==> src/rtl/axi_rd_arbiter.sv <==
// Round-robin arbiter sharing one AXI read port (AR + R) among NUM_M masters.
// One burst in flight at a time. It counts R beats against ARLEN and keeps a sticky length-error flag.
module axi_rd_arbiter #(
  parameter int NUM_M  = 2,
  parameter int ADDR_W = 32,
  parameter int DATA_W = 32,
  parameter int LEN_W  = 8
) (
  input  logic                    clk,
  input  logic                    rstn,
  // master AR
  input  logic [NUM_M-1:0]        m_arvalid,
  input  logic [NUM_M*ADDR_W-1:0] m_araddr,
  input  logic [NUM_M*LEN_W-1:0]  m_arlen,
  output logic [NUM_M-1:0]        m_arready,
  // slave AR
  output logic                    s_arvalid,
  output logic [ADDR_W-1:0]       s_araddr,
  output logic [LEN_W-1:0]        s_arlen,
  input  logic                    s_arready,
  // slave R
  input  logic                    s_rvalid,
  input  logic [DATA_W-1:0]       s_rdata,
  input  logic [1:0]              s_rresp,
  input  logic                    s_rlast,
  output logic                    s_rready,
  // master R
  output logic [NUM_M-1:0]        m_rvalid,
  output logic [DATA_W-1:0]       m_rdata,
  output logic [1:0]              m_rresp,
  output logic                    m_rlast,
  input  logic [NUM_M-1:0]        m_rready,
  // status
  output logic [NUM_M-1:0]        grant,
  output logic                    busy,
  output logic                    proto_err
);

  localparam int IDX_W = (NUM_M > 1) ? $clog2(NUM_M) : 1;

  typedef enum logic [1:0] {
    IDLE = 2'd0,
    ADDR = 2'd1,
    DATA = 2'd2
  } state_t;

  state_t             state_q, state_d;
  logic [NUM_M-1:0]   grant_q, grant_d;
  logic [IDX_W-1:0]   gidx_q, gidx_d;
  logic [IDX_W-1:0]   last_ptr_q, last_ptr_d;
  logic [LEN_W-1:0]   len_q, len_d;
  logic [LEN_W-1:0]   beat_cnt_q, beat_cnt_d;
  logic               proto_err_q, proto_err_d;

  logic [ADDR_W-1:0]  addr_arr [NUM_M];
  logic [LEN_W-1:0]   len_arr  [NUM_M];
  logic [IDX_W-1:0]   cand     [NUM_M];
  logic               pick_valid;
  logic [IDX_W-1:0]   pick_idx;
  logic               ar_hs;
  logic               r_hs;

  // cand[k] is the k-th master in priority order, starting just after last_ptr
  for (genvar i = 0; i < NUM_M; i++) begin : g_unpack
    assign addr_arr[i] = m_araddr[i*ADDR_W +: ADDR_W];
    assign len_arr[i]  = m_arlen[i*LEN_W +: LEN_W];
    assign cand[i]     = IDX_W'((int'(last_ptr_q) + i + 1) % NUM_M);
  end

  // Scanning from lowest to highest priority lets the highest one overwrite.
  always_comb begin
    pick_valid = 1'b0;
    pick_idx   = '0;
    for (int k = NUM_M - 1; k >= 0; k--) begin
      if (m_arvalid[cand[k]]) begin
        pick_valid = 1'b1;
        pick_idx   = cand[k];
      end
    end
  end

  // NOTE: every signal driven here gets a default first, so no path leaves one unassigned and no latch is inferred.
  always_comb begin
    state_d     = state_q;
    grant_d     = grant_q;
    gidx_d      = gidx_q;
    last_ptr_d  = last_ptr_q;
    len_d       = len_q;
    beat_cnt_d  = beat_cnt_q;
    proto_err_d = proto_err_q;

    s_arvalid   = 1'b0;
    s_araddr    = '0;
    s_arlen     = '0;
    m_arready   = '0;
    s_rready    = 1'b0;
    m_rvalid    = '0;
    m_rdata     = '0;
    m_rresp     = '0;
    m_rlast     = 1'b0;
    ar_hs       = 1'b0;
    r_hs        = 1'b0;

    case (state_q)
      IDLE: begin
        if (pick_valid) begin
          grant_d           = '0;
          grant_d[pick_idx] = 1'b1;
          gidx_d            = pick_idx;
          state_d           = ADDR;
        end
      end

      ADDR: begin
        s_arvalid         = m_arvalid[gidx_q];
        s_araddr          = addr_arr[gidx_q];
        s_arlen           = len_arr[gidx_q];
        m_arready[gidx_q] = s_arready;
        ar_hs             = m_arvalid[gidx_q] & s_arready;
        if (ar_hs) begin
          len_d      = len_arr[gidx_q];
          beat_cnt_d = '0;
          state_d    = DATA;
        end
      end

      DATA: begin
        s_rready         = m_rready[gidx_q];
        m_rvalid[gidx_q] = s_rvalid;
        m_rdata          = s_rdata;
        m_rresp          = s_rresp;
        m_rlast          = s_rlast;
        r_hs             = s_rvalid & m_rready[gidx_q];
        if (r_hs) begin
          if (s_rlast) begin
            // A length mismatch is flagged but the burst still ends on the real RLAST.
            if (beat_cnt_q != len_q) proto_err_d = 1'b1;
            last_ptr_d = gidx_q;
            grant_d    = '0;
            state_d    = IDLE;
          end else begin
            if (beat_cnt_q == len_q) proto_err_d = 1'b1;
            if (beat_cnt_q != '1)    beat_cnt_d  = beat_cnt_q + 1'b1;
          end
        end
      end

      default: begin
        state_d = IDLE;
        grant_d = '0;
      end
    endcase
  end

  // NOTE: sequential state uses non-blocking assignments so every register samples pre-edge values.
  always_ff @(posedge clk or negedge rstn) begin
    if (!rstn) begin
      state_q     <= IDLE;
      grant_q     <= '0;
      gidx_q      <= '0;
      last_ptr_q  <= IDX_W'(NUM_M - 1);
      len_q       <= '0;
      beat_cnt_q  <= '0;
      proto_err_q <= 1'b0;
    end else begin
      state_q     <= state_d;
      grant_q     <= grant_d;
      gidx_q      <= gidx_d;
      last_ptr_q  <= last_ptr_d;
      len_q       <= len_d;
      beat_cnt_q  <= beat_cnt_d;
      proto_err_q <= proto_err_d;
    end
  end

  assign grant     = grant_q;
  assign busy      = (state_q == ADDR) || (state_q == DATA);
  assign proto_err = proto_err_q;

endmodule
==> config.mk <==
export PLATFORM = sky130hd
export DESIGN_NAME = axi_rd_arbiter
export DESIGN_NICKNAME = d
export VERILOG_FILES = /design/src/rtl/axi_rd_arbiter.sv
export SDC_FILE = /design/constraint.sdc
export NUM_CORES = 1
export LEC_CHECK = 0
export BUFFER_PORTS_ARGS = -buffer_cell sky130_fd_sc_hd__buf_2
export CAP_MARGIN = 40
export CORE_ASPECT_RATIO = 1.4
export CORE_MARGIN = 3
export CORE_UTILIZATION = 34
export CTS_BUF_LIST = sky130_fd_sc_hd__clkbuf_4 sky130_fd_sc_hd__clkbuf_8
export DETAILED_ROUTE_END_ITERATION = 10
export PLACE_DENSITY = 0.88
export SYNTH_ARGS = -nofsm -noshare
export SYNTH_HDL_FRONTEND = slang
export SYNTH_SLANG_ARGS = --single-unit
==> constraint.sdc <==
create_clock -name clk -period 1.95 [get_ports clk]
set_clock_uncertainty 0.1 [all_clocks]
set_input_delay 0.0975 -clock clk [delete_from_list [all_inputs] [get_ports clk]]
set_output_delay 0.0975 -clock clk [all_outputs]
set_load 0.1 [all_outputs]
After elaboration in Yosys (flattened, before gate mapping)
Cells that the tools add are included.

cells by class
  add/sub/neg operators = 3
  $lt $le $gt $ge = 7
  eq/ne operators = 12
  muxes and demuxes = 46
  bitwise operators = 6
  reductions and logical operators = 13

operator list
  cell                                                                    number
  32-bit two-way mux                                                      5
  8-bit two-way mux                                                       8
  1-bit two-way mux                                                       20
  2-bit two-way mux                                                       8
  8-bit case mux with 2 select lines                                      1
  2-bit inequality test (second input constant)                           6
  2-bit case mux with 3 select lines                                      2
  4-bit AND reduction                                                     3
  8-bit by 1-bit adder with 8-bit output (second input constant)          1
  8-bit equality test                                                     1
  1-bit by 2-bit < comparator with 1-bit output (second input constant)   4
  8-bit inequality test                                                   1
  8-bit inequality test (second input constant)                           1
  5-bit AND reduction                                                     1
  2-bit bitwise AND                                                       2
  2-bit AND reduction                                                     2
  2-bit nonzero test                                                      2
  3-bit AND reduction                                                     1
  1-bit adder (second input constant)                                     2
  1-bit bitwise AND                                                       2
  1-bit demux with 1-bit select                                           2
  2-bit by 1-bit equality test with 1-bit output (second input constant)  1
  2-bit equality test (second input constant)                             1
  1-bit greater-or-equal comparator (second input constant)               2
  7 further kinds                                                         8

storage, ports and cells
  register bits after elaboration = 23
  bits of input ports = 123

Depth between registers and ports, before layout
  depth after elaboration = 12
  mapped depth = 8
  depth with buffers taken out = 6

Least setup slack after synthesis
Ideal clock, no wire load.

  kind = reg-to-reg
  from = reg state_q[1]
  to = reg len_q[0]
  data arrival time = 2614 ps
  data required time = 1777 ps
  setup slack = -836 ps
  stages on the path, launching flop included = 7
  path buffers = 1
  clock period less this slack = 2786 ps
  path through = dfrtp_1 -> inv_1 -> ha_1 -> inv_1 -> clkbuf_1 -> nor2_1 -> a22o_1

between the ends
  longest elaborated chain between the ends = 2

RTL lines
  what                                            line  text
  start, declared                                 47    state_t state_q, state_d;
  start signal, assigned                          166   state_q <= state_d;
  2-bit by 1-bit equality test with 1-bit output  104   case (state_q)
  2-bit AND reduction (no line)                   n/a
  end signal, assigned                            170   len_q <= len_d;
  end, declared                                   51    logic [LEN_W-1:0] len_q, len_d;

No other way between the ends.
A chain may end at the register's enable or synchronous reset.

Worst setup path in the final report
  from = reg state_q[0]
  to = reg beat_cnt_q[5]

between the ends
  longest elaborated chain between the ends = 3
  elaborated cells between the ends (all ways) = 9
  classes of those cells = eq/ne (6); mux (1); reduce/logical (2)

RTL lines
  what                                                                                          line  text
  2-bit equality test / 2-bit by 1-bit equality test with 1-bit output (equally long branches)  104
  2-bit inequality test (no line) / 2-bit nonzero test (equally long branches)                  n/a
  5-bit AND reduction (no line)                                                                 n/a
  end signal, assigned                                                                          171   beat_cnt_q <= beat_cnt_d;
  end, declared                                                                                 52    logic [LEN_W-1:0] beat_cnt_q, beat_cnt_d;

Parallel ways exist; a longest one is shown, timed or not.

==> results.yml <==
floorplan:
  start_util_pct: 36.07
  core.rowCount: 33
  die_area_um2: 7358
  die_w_um: 73.36
  core_um2: 5987
  io_pins: 208
  die_height_um: 100.3
status:
  status: "complete, but fails checks"
  violations: "setup timing"
critical_path:
  cp.arrival_ns: 2.39
  timing.rr.start: "state_q[0]$_DFFE_PN0P_"
  path_max_fanout: 5
  crit_cells: 7
  start_kind: "flop"
  r2r_end: "beat_cnt_q[5]$_DFFE_PN0P_"
  cpPeakStageDelay_ns: 0.41
  critical_path_buf_inv_count: 2
  worst-setup-path-type: "flop to flop"
  reg2reg_depth: 7
  rrSetupSlack_ns: -0.37
  critPathTopFamily: "compound AO/OA/AOI/OAI gates"
  endpoint_kind: "flop"
  path_common_cell: "buf_4"
  cp.required_ns: 2.02
  path_cells: "buf_4 -> ha_4 -> mux2i_2 -> a2111o_1 -> buf_4 -> a211o_1 -> o31ai_2"
  slowest_stage: "dfrtp_1"
hold_path:
  hold_class: "input port to flop"
  hold_end: "gidx_q$_DFFE_PN0P_"
  hold_depth: 3
  min_from: "m_arvalid[0]"
timing:
  clock.fmax_ghz: 0.4312
  hold_viol: 0
  min_period_ns: 2.319
  setup_ws_ns: -0.3692
  worst_slew_pin_slew_ns: 0.5424
  max-slew-margin-rel_pct: 63.84
  post-route-period-util_pct: 118.9
  maxSlewViolCount: 0
  finalSetupViolCount: 52
  grt_setup_unrepaired: "true"
placement:
  dpl.hpwl_um: 9412
  routabilityCongestion: 0.9345
  io_buffers: 207
  dpl.cell_count: 538
global_route:
  grt_max_degree: 41
  grt_pass1_vias: 3338
  grt_use_met3_pct: 13.93
  grt.total_usage_pct: 31.19
  overflow: 0
  grt_pass1_wl_um: 17300
  top_usage_layer: "met2"
  use_met2_pct: 58.65
  antenna_found_initial: 0
  use_met1_pct: 27.19
yosys:
  synthCells: 262
  postSynthNetCount: 390
  syn-cell-area_um2: 2160
  yosys.area.top_type_share_pct: 25.49
  yosys-top-cells-count: "48 x nor2_1, 44 x mux2i_1, 36 x and2_1, 22 x dfrtp_1, 16 x clkbuf_1"
  synth_area_leader_cell: "dfrtp_1"
  synth-main-ff-cell: "dfrtp_1"
  synth_cell_types: 39
  ys_ff_latch: 23
  syn_area_per_cell_um2: 8.243
  synthTopCellsByArea: "dfrtp_1 25%, mux2i_1 20%, and2_1 10%, nor2_1 8.3%, a22o_1 3.2%"
  synth_most_common_cell: "nor2_1"
  ys_warn_count: 0
  synth_seq_area_share_pct: 26.71
  async_flop_share_pct: 100.0
  synth_edf_count: 0
drt:
  first_pass_iters: 4
  avgViaCountPerCell: 5.569
  wl_per_cell_um: 22.43
  drt_wl_total_um: 12420
  drc: 0
  antenna_left: 0
  vias: 3085
  drt_iter0_drc: 185
flow_run:
  maxCapViolCount: 0
clock_network:
  clk_pin_slew_ns: 0.09
  clkSinkCount: 23
  root_buffer: "clkbuf_8"
  cts_tree: "done"
  cts.path.max_buffers: 2
  htree_num_levels: 1
  worstSkewPairLatency_ns: 0.28
  cts_inserted_buffers: 3
layout:
  antenna_cells: 0
  stdcell_count: 554
  drive_gt1_share_pct: 65.08
  fill_cells: 272
  nets: 613
  area_growth_pct: 142.2
[worst register-to-register path, cell delays in order (launching register included)]
cell	delay [ns]
dfrtp_1	0.41
buf_4	0.16
ha_4	0.18
mux2i_2	0.18
a2111o_1	0.40
buf_4	0.19
a211o_1	0.31
o31ai_2	0.28
[layout make-up]
class                           instances  area [um2]  share of cell area [%]
Tap cell                               70       87.58                   1.674
Clock buffer                            4       48.80                  0.9328
Timing Repair Buffer                  238        2564                   49.01
Sequential cell                        23       578.1                   11.05
Multi-Input combinational cell        210        1907                   36.45
Inverter                                9       46.29                  0.8850
[layout by cell type, fill, tap and decap left out, types with 2 or more instances in the layout]
cell type	count
nor2b_1	3
nor2_1	4
buf_16	2
dfrtp_1	21
ha_1	2
and2_1	35
mux2_2	2
nor2_2	3
nor2_4	41
mux2i_2	2
nand4_1	4
a21oi_1	3
nand3_1	3
nand2_1	7
xnor2_1	8
and3_1	3
inv_1	6
buf_2	126
buf_4	22
buf_6	5
o31ai_2	6
clkbuf_8	3
a22o_1	8
inv_2	2
buf_12	81
o31ai_1	2
and3_2	2
ha_4	2
mux2i_1	42
o21ai_0	2
[stage by stage]
step	setup TNS, ns	util [%]	setup slack [ns]	area [um2]	hold slack (ns)
floorplan	-1.841	-	-0.1771	2555	-0.2981
global placement	-0.02460	81.73	-0.01223	4893	-0.01122
detailed placement	-1.788	81.73	-0.2928	4893	0.004036
CTS	-1.135	84.51	-0.1021	5060	0.03887
global route	-7.145	87.38	-0.3640	5231	0.05871
finish	-4.900	87.38	-0.3692	5231	0.03409
[kinds of logic (layout without fill, tap and decap cells)]
logic type,count (synthesis),count (layout),share of synthesized area [%]
AOI/OAI and AO/OA,37,37,13.67
xor gates and xnor gates,8,8,3.245
adders and majority gates,5,5,2.897
buffers and inverters,29,251,5.272
DFF,23,23,26.71
muxes,47,47,21.96
and+or+nand+nor,113,113,26.25
[worst max path at each step]
stage | start | endpoint | slack [ns]
after CTS | state_q[0]$_DFFE_PN0P_ | beat_cnt_q[5]$_DFFE_PN0P_ | -0.10
after detailed placement | state_q[0]$_DFFE_PN0P_ | beat_cnt_q[4]$_DFFE_PN0P_ | -0.29
after global routing | state_q[0]$_DFFE_PN0P_ | beat_cnt_q[5]$_DFFE_PN0P_ | -0.36
final | state_q[0]$_DFFE_PN0P_ | beat_cnt_q[5]$_DFFE_PN0P_ | -0.37
after global placement | state_q[1]$_DFFE_PN0P_ | beat_cnt_q[7]$_DFFE_PN0P_ | -0.01
after floorplan | state_q[1]$_DFFE_PN0P_ | len_q[5]$_DFFE_PN0P_ | -0.18
[what timing repair did]
item / in CTS / in global routing
buffers inserted: 2 / 7
hold buffers: 1 / 0
setup endpoints to repair: 54 / 69
hold endpoints to repair: 22 / 0
pin swaps: 1 / 7
gates cloned: 1 / 1
gates resized for setup: 14 / 24
[registers in the layout, summed over array words and instances (netlist names)]
signal	flops
grant	2
proto_err	1
beat_cnt_q	8
len_q	8
gidx_q	1
last_ptr_q	1
state_q	2
[routing by layer]
| metal | share of wire (%) | vias to the layer above |
|---|---|---|
| li1 | - | 1362 |
| met1 | 27 | 1417 |
| met2 | 53 | 243 |
| met3 | 14 | 63 |
| met4 | 6.0 | 0 |
| met5 | 0 | - |
Power is not shown: default switching activity piles up to over one toggle a cycle in this logic, so the estimate is an artifact.
